==> config.mk <==
export PLATFORM = sky130hd
export DESIGN_NAME = bw_io_jp_tap_ctl
export DESIGN_NICKNAME = d
export VERILOG_FILES = /design/src/rtl/bw_io_jp_tap_ctl.sv
export SDC_FILE = /design/constraint.sdc
export NUM_CORES = 1
export LEC_CHECK = 0
export CORE_MARGIN = 5
export CORE_UTILIZATION = 57
export DETAILED_ROUTE_END_ITERATION = 8
export PLACE_DENSITY_LB_ADDON = 0.3
export SETUP_SLACK_MARGIN = 0.02
export SYNTH_ARGS = -nofsm -noshare
export SYNTH_HDL_FRONTEND = slang
export SYNTH_SLANG_ARGS = --single-unit
export TNS_END_PERCENT = 20
==> constraint.sdc <==
create_clock -name rclk -period 1.8 [get_ports rclk]
set_clock_uncertainty 0.2 [all_clocks]
set_input_delay 0.36 -clock rclk [delete_from_list [all_inputs] [get_ports rclk]]
set_output_delay 0.36 -clock rclk [all_outputs]
set_load 0.05 [all_outputs]
==> src/rtl/bw_io_jp_tap_ctl.sv <==
// bw_io_jp_tap_ctl: IEEE 1149.1 TAP controller running on rclk.
// TCK edges arrive as tck_en; drives the BSR chain controls and tdo.
module bw_io_jp_tap_ctl #(
    parameter logic [31:0] IDCODE = 32'h0000_103F,
    parameter int          IR_W   = 4
) (
    input  logic            rclk,
    input  logic            rst,
    input  logic            tck_en,
    input  logic            tms,
    input  logic            tdi,
    input  logic            bsr_so,
    output logic            tdo,
    output logic            tdo_en,
    output logic            bsr_si,
    output logic            shift_dr,
    output logic            clock_dr,
    output logic            update_dr,
    output logic [IR_W-1:0] ir_q
);

    localparam logic [IR_W-1:0] IR_EXTEST  = IR_W'(0);
    localparam logic [IR_W-1:0] IR_SAMPLE  = IR_W'(1);
    localparam logic [IR_W-1:0] IR_IDCODE  = IR_W'(2);
    localparam logic [IR_W-1:0] IR_CAPTURE = IR_W'(1);

    typedef enum logic [3:0] {
        TLR,
        RTI,
        SEL_DR,
        CAP_DR,
        SH_DR,
        EX1_DR,
        PAUSE_DR,
        EX2_DR,
        UPD_DR,
        SEL_IR,
        CAP_IR,
        SH_IR,
        EX1_IR,
        PAUSE_IR,
        EX2_IR,
        UPD_IR
    } tap_e;

    tap_e            state;
    tap_e            state_nx;
    logic [IR_W-1:0] ir_sr;
    logic [31:0]     id_sr;
    logic            bypass;
    logic            bsr_sel;
    logic            id_sel;
    logic            dr_lsb;
    logic            upd_nx;
    logic            tdo_en_nx;

    always_ff @(posedge rclk) begin
        if (rst) begin
            state <= TLR;
        end else if (tck_en) begin
            state <= state_nx;
        end
    end

    always_comb begin
        state_nx = state;
        unique case (state)
            TLR:      state_nx = tms ? TLR    : RTI;
            RTI:      state_nx = tms ? SEL_DR : RTI;
            SEL_DR:   state_nx = tms ? SEL_IR : CAP_DR;
            CAP_DR:   state_nx = tms ? EX1_DR : SH_DR;
            SH_DR:    state_nx = tms ? EX1_DR : SH_DR;
            EX1_DR:   state_nx = tms ? UPD_DR : PAUSE_DR;
            PAUSE_DR: state_nx = tms ? EX2_DR : PAUSE_DR;
            EX2_DR:   state_nx = tms ? UPD_DR : SH_DR;
            UPD_DR:   state_nx = tms ? SEL_DR : RTI;
            SEL_IR:   state_nx = tms ? TLR    : CAP_IR;
            CAP_IR:   state_nx = tms ? EX1_IR : SH_IR;
            SH_IR:    state_nx = tms ? EX1_IR : SH_IR;
            EX1_IR:   state_nx = tms ? UPD_IR : PAUSE_IR;
            PAUSE_IR: state_nx = tms ? EX2_IR : PAUSE_IR;
            EX2_IR:   state_nx = tms ? UPD_IR : SH_IR;
            UPD_IR:   state_nx = tms ? SEL_DR : RTI;
        endcase
    end

    // Undefined instruction codes fall through to bypass.
    always_comb begin
        bsr_sel = 1'b0;
        id_sel  = 1'b0;
        unique case (1'b1)
            (ir_q == IR_EXTEST),
            (ir_q == IR_SAMPLE): bsr_sel = 1'b1;
            (ir_q == IR_IDCODE): id_sel  = 1'b1;
            default: ;
        endcase
    end

    always_comb begin
        shift_dr  = bsr_sel && (state == SH_DR);
        clock_dr  = !rst && tck_en && bsr_sel &&
                    ((state == CAP_DR) || (state == SH_DR));
        upd_nx    = bsr_sel && (state_nx == UPD_DR);
        tdo_en_nx = (state_nx == SH_DR) || (state_nx == SH_IR);
        if (bsr_sel) begin
            dr_lsb = bsr_so;
        end else if (id_sel) begin
            dr_lsb = id_sr[0];
        end else begin
            dr_lsb = bypass;
        end
    end

    assign bsr_si = tdi;

    always_ff @(posedge rclk) begin
        if (rst) begin
            ir_q      <= IR_IDCODE;
            ir_sr     <= IR_CAPTURE;
            id_sr     <= IDCODE;
            bypass    <= 1'b0;
            tdo       <= 1'b0;
            tdo_en    <= 1'b0;
            update_dr <= 1'b0;
        end else begin
            update_dr <= 1'b0;
            if (tck_en) begin
                tdo_en    <= tdo_en_nx;
                update_dr <= upd_nx;
                case (state)
                    CAP_IR: ir_sr <= IR_CAPTURE;
                    SH_IR: begin
                        tdo   <= ir_sr[0];
                        ir_sr <= {tdi, ir_sr[IR_W-1:1]};
                    end
                    CAP_DR: begin
                        bypass <= 1'b0;
                        id_sr  <= IDCODE;
                    end
                    SH_DR: begin
                        tdo <= dr_lsb;
                        if (id_sel) begin
                            id_sr <= {tdi, id_sr[31:1]};
                        end else if (!bsr_sel) begin
                            bypass <= tdi;
                        end
                    end
                    default: ;
                endcase
                // Leaving via tms into TLR behaves like a reset of the IR.
                if (state_nx == TLR) begin
                    ir_q <= IR_IDCODE;
                end else if (state_nx == UPD_IR) begin
                    ir_q <= ir_sr;
                end
            end
        end
    end

endmodule

==> impl_metrics.yaml <==
floorplan:
  row_count: 22
  fp.dieH_um: 71.2
  initial_utilization_pct: 58.8
  fp.coreArea_um2: 3630
  design.die.area_um2: 5070
  die_x_um: 71.2
  io_pins: 16
grt:
  grt_pass1_wl_um: 7980
  antenna_found_initial: 0
  grt_pass1_vias: 1740
  grt_usage_pct: 19.5
  grt_max_degree: 34
  grt-ovfl-total: 0
cells_and_area:
  area_growth_pct: 32.7
  drive_gt1_share_pct: 25.3
  antenna_cells: 0
  finalNonFillerCells: 329
  nNetsFinal: 286
power_and_ir_drop:
  irDropWorstVdd_v: 0.000771
  power.density_nw_per_um2: 701
  p_leak_nw: 1.05
  power.total_mw: 1.99
logic_synthesis:
  muxShareOfSynthArea_pct: 2.87
  seq_area_frac_synth_pct: 45.0
  synth_warnings: 0
  synth_compound_area_share_pct: 20.3
  yosysTopAreaCellShare_pct: 45.0
  syn_nets: 252
  synth_adder_area_share_pct: 0
  ys_ff_latch: 48
  ys_top_cells_by_area: "dfxtp_1, nand2b_1, o22ai_1, a21oi_1, nor2_1"
  synth_edf_count: 0
  synth_top_family_by_area: "simple AND/OR/NAND/NOR gates"
  synth_xor_area_share_pct: 0.820
  synth_simple_gate_area_share_pct: 24.5
  syn_area_um2: 2140
  synth_top_area_cell: "dfxtp_1"
  async_reset_ff_share_pct: 0
  ys_types: 44
  syn_inst: 246
  syn_area_per_cell_um2: 8.69
  synth_ff_type: "dfxtp_1"
sta:
  fin_ws_ns: -0.115
  slew_violations: 0
  clock.fmax_mhz: 522
  finalWorstPathRequiredPeriod_ns: 1.91
  maxSlewHeadroom_pct: 70.7
  setup_viol: 32
  worst_slew_pin_slew_ns: 0.435
  final_hold_viol_count: 0
  finalCritPeriodShare_pct: 106
  tns_ns: -1.55
  hold_slack_ns: 0.280
  rsz0062_at_grt: "true"
setup_path:
  critPathLaunchType: "register"
  cp_cell_sequence: "nor4b_4 > and2_1 > buf_12"
  crit_buf_inv: 1
  critPathRequiredTime_ns: 1.24
  arrival_ns: 1.35
  max_stage_delay_ns: 0.38
  criticalPathCategory: "reg -> out"
  crit_fanout: 5
  cp-end-kind: "output pin"
  critPathSlowestCell: "dfxtp_4"
  path_delay_family: "simple AND/OR/NAND/NOR gates"
routing:
  via_per_inst: 5.81
  num_vias: 1913
  ant_nets: 0
  drt_wl_total_um: 4990
  dr.pass1.iters: 4
  drtIter0Drc: 111
  detail_route.wl_per_cell_um: 15.2
  drc_errors: 0
placed_design:
  hpwl_um: 3010
  dp_cells: 310
  place_congestion: 0.804
  io_buffers: 15
run_status:
  violations: "negative setup slack"
  outcome: "finished with violations"
cts:
  root_buffer: "clkbuf_8"
  htree_levels: 2
  hold_buffers: 0
  cts_tree: "yes"
  clk_latency_ns: 0.30
  cts.path.max_buffers: 2
  numCtsBuffers: 5
  cts.sink_count: 48
  clk_pin_slew_ns: 0.09
hold_path:
  hold_class: "reg -> reg"
flow_run:
  cap_violations: 0
-- worst paths after layout --
kind	start	end	slack, ns	cells past startpoint
min reg2reg	ir_sr[2]	ir_sr[2]	0.28	2
min	ir_sr[2]	ir_sr[2]	0.28	2
max	state[1]	shift_dr	-0.11	3
max reg2reg	ir_q[2]	id_sr[19]	-0.08	7
-- cell families after synthesis --
| logic type | count (synthesis) |
|---|---|
| and+or+nand+nor | 89 |
| buffers and inverters | 33 |
| muxes | 6 |
| DFF | 48 |
| xor gates and xnor gates | 2 |
| AOI/OAI and AO/OA | 68 |
-- per-stage QoR --
step	utilization (%)	area, µm²	setup WS (ns)
after floorplan	-	2160	-0.0142
after global placement	70.1	2550	-0.184
after detailed placement	70.1	2550	-0.208
after CTS	75.7	2750	-0.104
after global routing	78.0	2840	-0.176
final	78.0	2840	-0.115
-- power breakdown --
| group | internal [mW] | switching (mW) | leakage [nW] |
|---|---|---|---|
| clock | 0.314 | 0.362 | 0.0516 |
| combinational | 0.110 | 0.123 | 0.604 |
| sequential | 1.07 | 0.0121 | 0.391 |
| total | 1.49 | 0.497 | 1.05 |
-- sequential cells by signal, summed over array words and instances (netlist names) --
signal,count
bypass,1
id_sr,32
ir_q,4
ir_sr,4
state,4
tdo,1
tdo_en,1
update_dr,1
-- layout by cell type, fill, tap and decap left out, types with 9 or more instances in the layout --
| master | n |
|---|---|
| nand2_1 | 10 |
| inv_1 | 11 |
| buf_4 | 31 |
| a21oi_1 | 19 |
| buf_12 | 10 |
| dfxtp_1 | 41 |
| nor2_1 | 14 |
| nand2b_1 | 27 |
| nor3_1 | 9 |
| o22ai_1 | 21 |
-- cell usage after synthesis, types with 2 or more instances --
cell type and number:
o22ai_1 21, nor2b_1 3, buf_2 7, o21ai_0 6, nand2_1 10, nor2_1 15
nand4_1 2, nor3_1 11, and3_1 2, nand2b_1 27, clkbuf_1 11, a2111oi_0 2
mux2i_1 5, nand3_1 5, nor3_2 2, a21oi_1 20, inv_1 11, xnor2_1 2
buf_4 2, nand3b_1 2, and3b_1 2, dfxtp_1 48, a31oi_1 3, a211oi_1 2
o32ai_1 4, a221oi_1 3
-- final cells by class --
cell class / count / area [µm²]
multi-input cells: 165 / 1110
flip-flops and latches: 48 / 982
fillers: 229 / 798
repair buffers: 49 / 543
clock buffers: 6 / 82.6
well taps: 48 / 60.1
inverters: 11 / 41.3
clock inverters: 2 / 13.8
-- tightest hold or removal path, stage by stage (launching register included) --
cell and delay [ns]:
dfxtp_1 0.33, nand2_1 0.06, a21oi_1 0.05
-- timing repair --
item,CTS,global route
gates resized for setup,14,5
buffers inserted,8,1
gates cloned,0,2
setup endpoints to repair,9,35
pin swaps,5,3
-- layer usage --
metal	part of all wire [%]	track usage, %	wire length, µm	up-vias
li1	-	-	-	954
met1	43	25.2	2140	897
met2	50	31.1	2500	49
met3	4.7	5.89	237	13
met4	2.3	6.26	113	0
met5	0	0	0	-
Note: power is estimated with default switching activity, not from simulation.
==> edit, RTL diff (same settings) <==
Reset style: asynchronous (`rst`), changed in 2 clocked blocks.
--- a/src/rtl/bw_io_jp_tap_ctl.sv
+++ b/src/rtl/bw_io_jp_tap_ctl.sv
@@ -54,7 +54,7 @@
     logic            upd_nx;
     logic            tdo_en_nx;
 
-    always_ff @(posedge rclk) begin
+    always_ff @(posedge rclk or posedge rst) begin
         if (rst) begin
             state <= TLR;
         end else if (tck_en) begin
@@ -113,7 +113,7 @@
 
     assign bsr_si = tdi;
 
-    always_ff @(posedge rclk) begin
+    always_ff @(posedge rclk or posedge rst) begin
         if (rst) begin
             ir_q      <= IR_IDCODE;
             ir_sr     <= IR_CAPTURE;
Behaviour: differs if rst is asserted again (counterexample within 10 cycles, from zero or initial values and one cycle with rst high); with rst held inactive, the same outputs for 10 cycles.
==> edit against the unedited design <==
- the flow still finishes with violations (negative setup slack)
- synthesized area grew 18%
- die area grew 16%
- sequential cell count is the same
- cell area grew 19%
- worst setup slack lost 0.28 ns
- first-iteration DRC count shrank 18%
- cell count grew 9.4%
- routed wire length grew 19%
- register-to-register slack lost 0.06 ns
- fmax shrank 13%
Power is not compared: it rests on default switching activity, and its combinational part moved more than twofold at a synthesized area within 25%.
==> edit: results (changes against the unedited design) <==
[placed_design]
placed_area_um2 = 3010  ; was 2546 um2
placed_cells = 335  ; was 310
place_hpwl_um = 3422  ; was 3014 um
pre_cts_ws_ns = -0.2961  ; was -0.2081 ns
gp_congestion = 0.8506  ; was 0.8044

[cells_and_area]
drive_gt1_share_pct = 34.74  ; was 25.27%
largest_reg_flops = 32  ; unchanged
nNetsFinal = 313  ; was 286
antennaDiodeCount = 0  ; unchanged

[hold_path]
hold_path.class = in2async  ; was reg2reg

[grt]
grt_pass1_vias = 1856  ; was 1740
grtUsageMet3_pct = 4.019  ; was 5.891%
grt_util_met2_pct = 28.42  ; was 31.12%
grt_use_met1_pct = 24.41  ; was 25.24%
grt_first_pass_wirelength_um = 8700  ; was 7983 um
track_usage_pct = 18.05  ; was 19.48%
grt_max_degree = 29  ; was 34

[drt]
vias = 1974  ; was 1913
viasPerCell = 5.483  ; was 5.815
routed_wirelength_um = 5923  ; was 4990 um
first_iter_violations = 91  ; was 111

[synth]
synth_warnings = 0  ; unchanged
synth_top_flop_cell = dfrtp_1  ; was dfxtp_1
syn_area_per_cell_um2 = 9.868  ; was 8.687 um2
ys_top_cells_by_count = 39 x dfrtp_1, 39 x nand2_1, 33 x inv_1  ; was 48 x dfxtp_1, 27 x nand2b_1, 21 x o22ai_1
ys_async_sr_fraction_pct = 100.0  ; was 0%
syn_nets = 262  ; was 252
yosysSeqAreaShare_pct = 47.99  ; was 44.96%
synth.area.top_cells = dfrtp_1 39%, mux2i_1 12%, dfstp_2 9.4%  ; was dfxtp_1 45%, nand2b_1 7.9%, o22ai_1 6.1%
synth.distinct_cells = 46  ; was 44

[setup_path]
critPathLaunch = state[0]$_DFFE_PP0P_  ; was state[1]$_SDFFE_PP0P_
critPathSlowestCell = dfrtp_1  ; was dfxtp_4
slowest_delay_ns = 0.39
endpoint = clock_dr  ; was shift_dr
crit_fanout = 2  ; was 5
cp.arrival_ns = 1.64  ; was 1.35 ns
r2r_slack_ns = -0.14  ; was -0.08 ns
r2r-end = id_sr[5]$_DFFE_PP1P_  ; was id_sr[19]$_SDFFE_PP0P_
reg2reg_from = ir_q[3]$_DFFE_PP0P_  ; was ir_q[2]$_SDFFE_PP0P_
reg2reg_depth = 6  ; was 7

[run_status]
violations = negative setup slack  ; unchanged
status = finished with violations  ; unchanged

[sta]
hold_ws_ns = 0.1850  ; was 0.2803 ns
maxSlewHeadroom_pct = 77.95  ; was 70.67%
setup_tns_ns = -2.801  ; was -1.549 ns
fin_ws_ns = -0.3961  ; was -0.1149 ns
report.final.setup_viol = 39  ; was 32

[power]
p_int_uw = 3030
power.share.clock_pct = 14.2
power.leakage_uw = 0.001428

[cts]
clkSlewWorstSetupHoldPaths_ns = 0.10
htreeDepth = 2  ; unchanged
cts_resized = 5  ; was 14
cts_buffers = 5  ; unchanged
cts_setup_buffers = 0  ; was 8
clk_latency_ns = 0.31

## edit: cell count changes after synthesis, sizes merged, moves of 22 or more
cell | unedited run | this run
dfrtp | 0 | 39
inv | 11 | 33
nand2 | 10 | 39
mux2i | 5 | 31
nand2b | 27 | 3
dfxtp | 48 | 0
## edit: per-layer routing
metal / vias up / share of wire (%)
met3: 18 / 3.7
met2: 44 / 46
met4: 0 / 3.3
met1: 960 / 47
li1: 952 / -
met5: - / 0
## edit: cell families (layout without fill, tap and decap cells)
group	Yosys count	after routing	share of synthesized area [%]
and+or+nand+nor	83	83	16.69
buffers and inverters	50	102	10.70
DFF	48	48	47.99
AOI/OAI and AO/OA	41	41	10.70
muxes	34	34	13.92
## edit: layout make-up
cell class	instances	area [um2]
Clock buffer	6	82.58
Timing Repair Buffer	61	739.5
Inverter	33	126.4
Clock inverter	2	13.76
Sequential cell	48	1221
Fill cell	269	947.2
Multi-Input combinational cell	158	1129
Tap cell	52	65.06
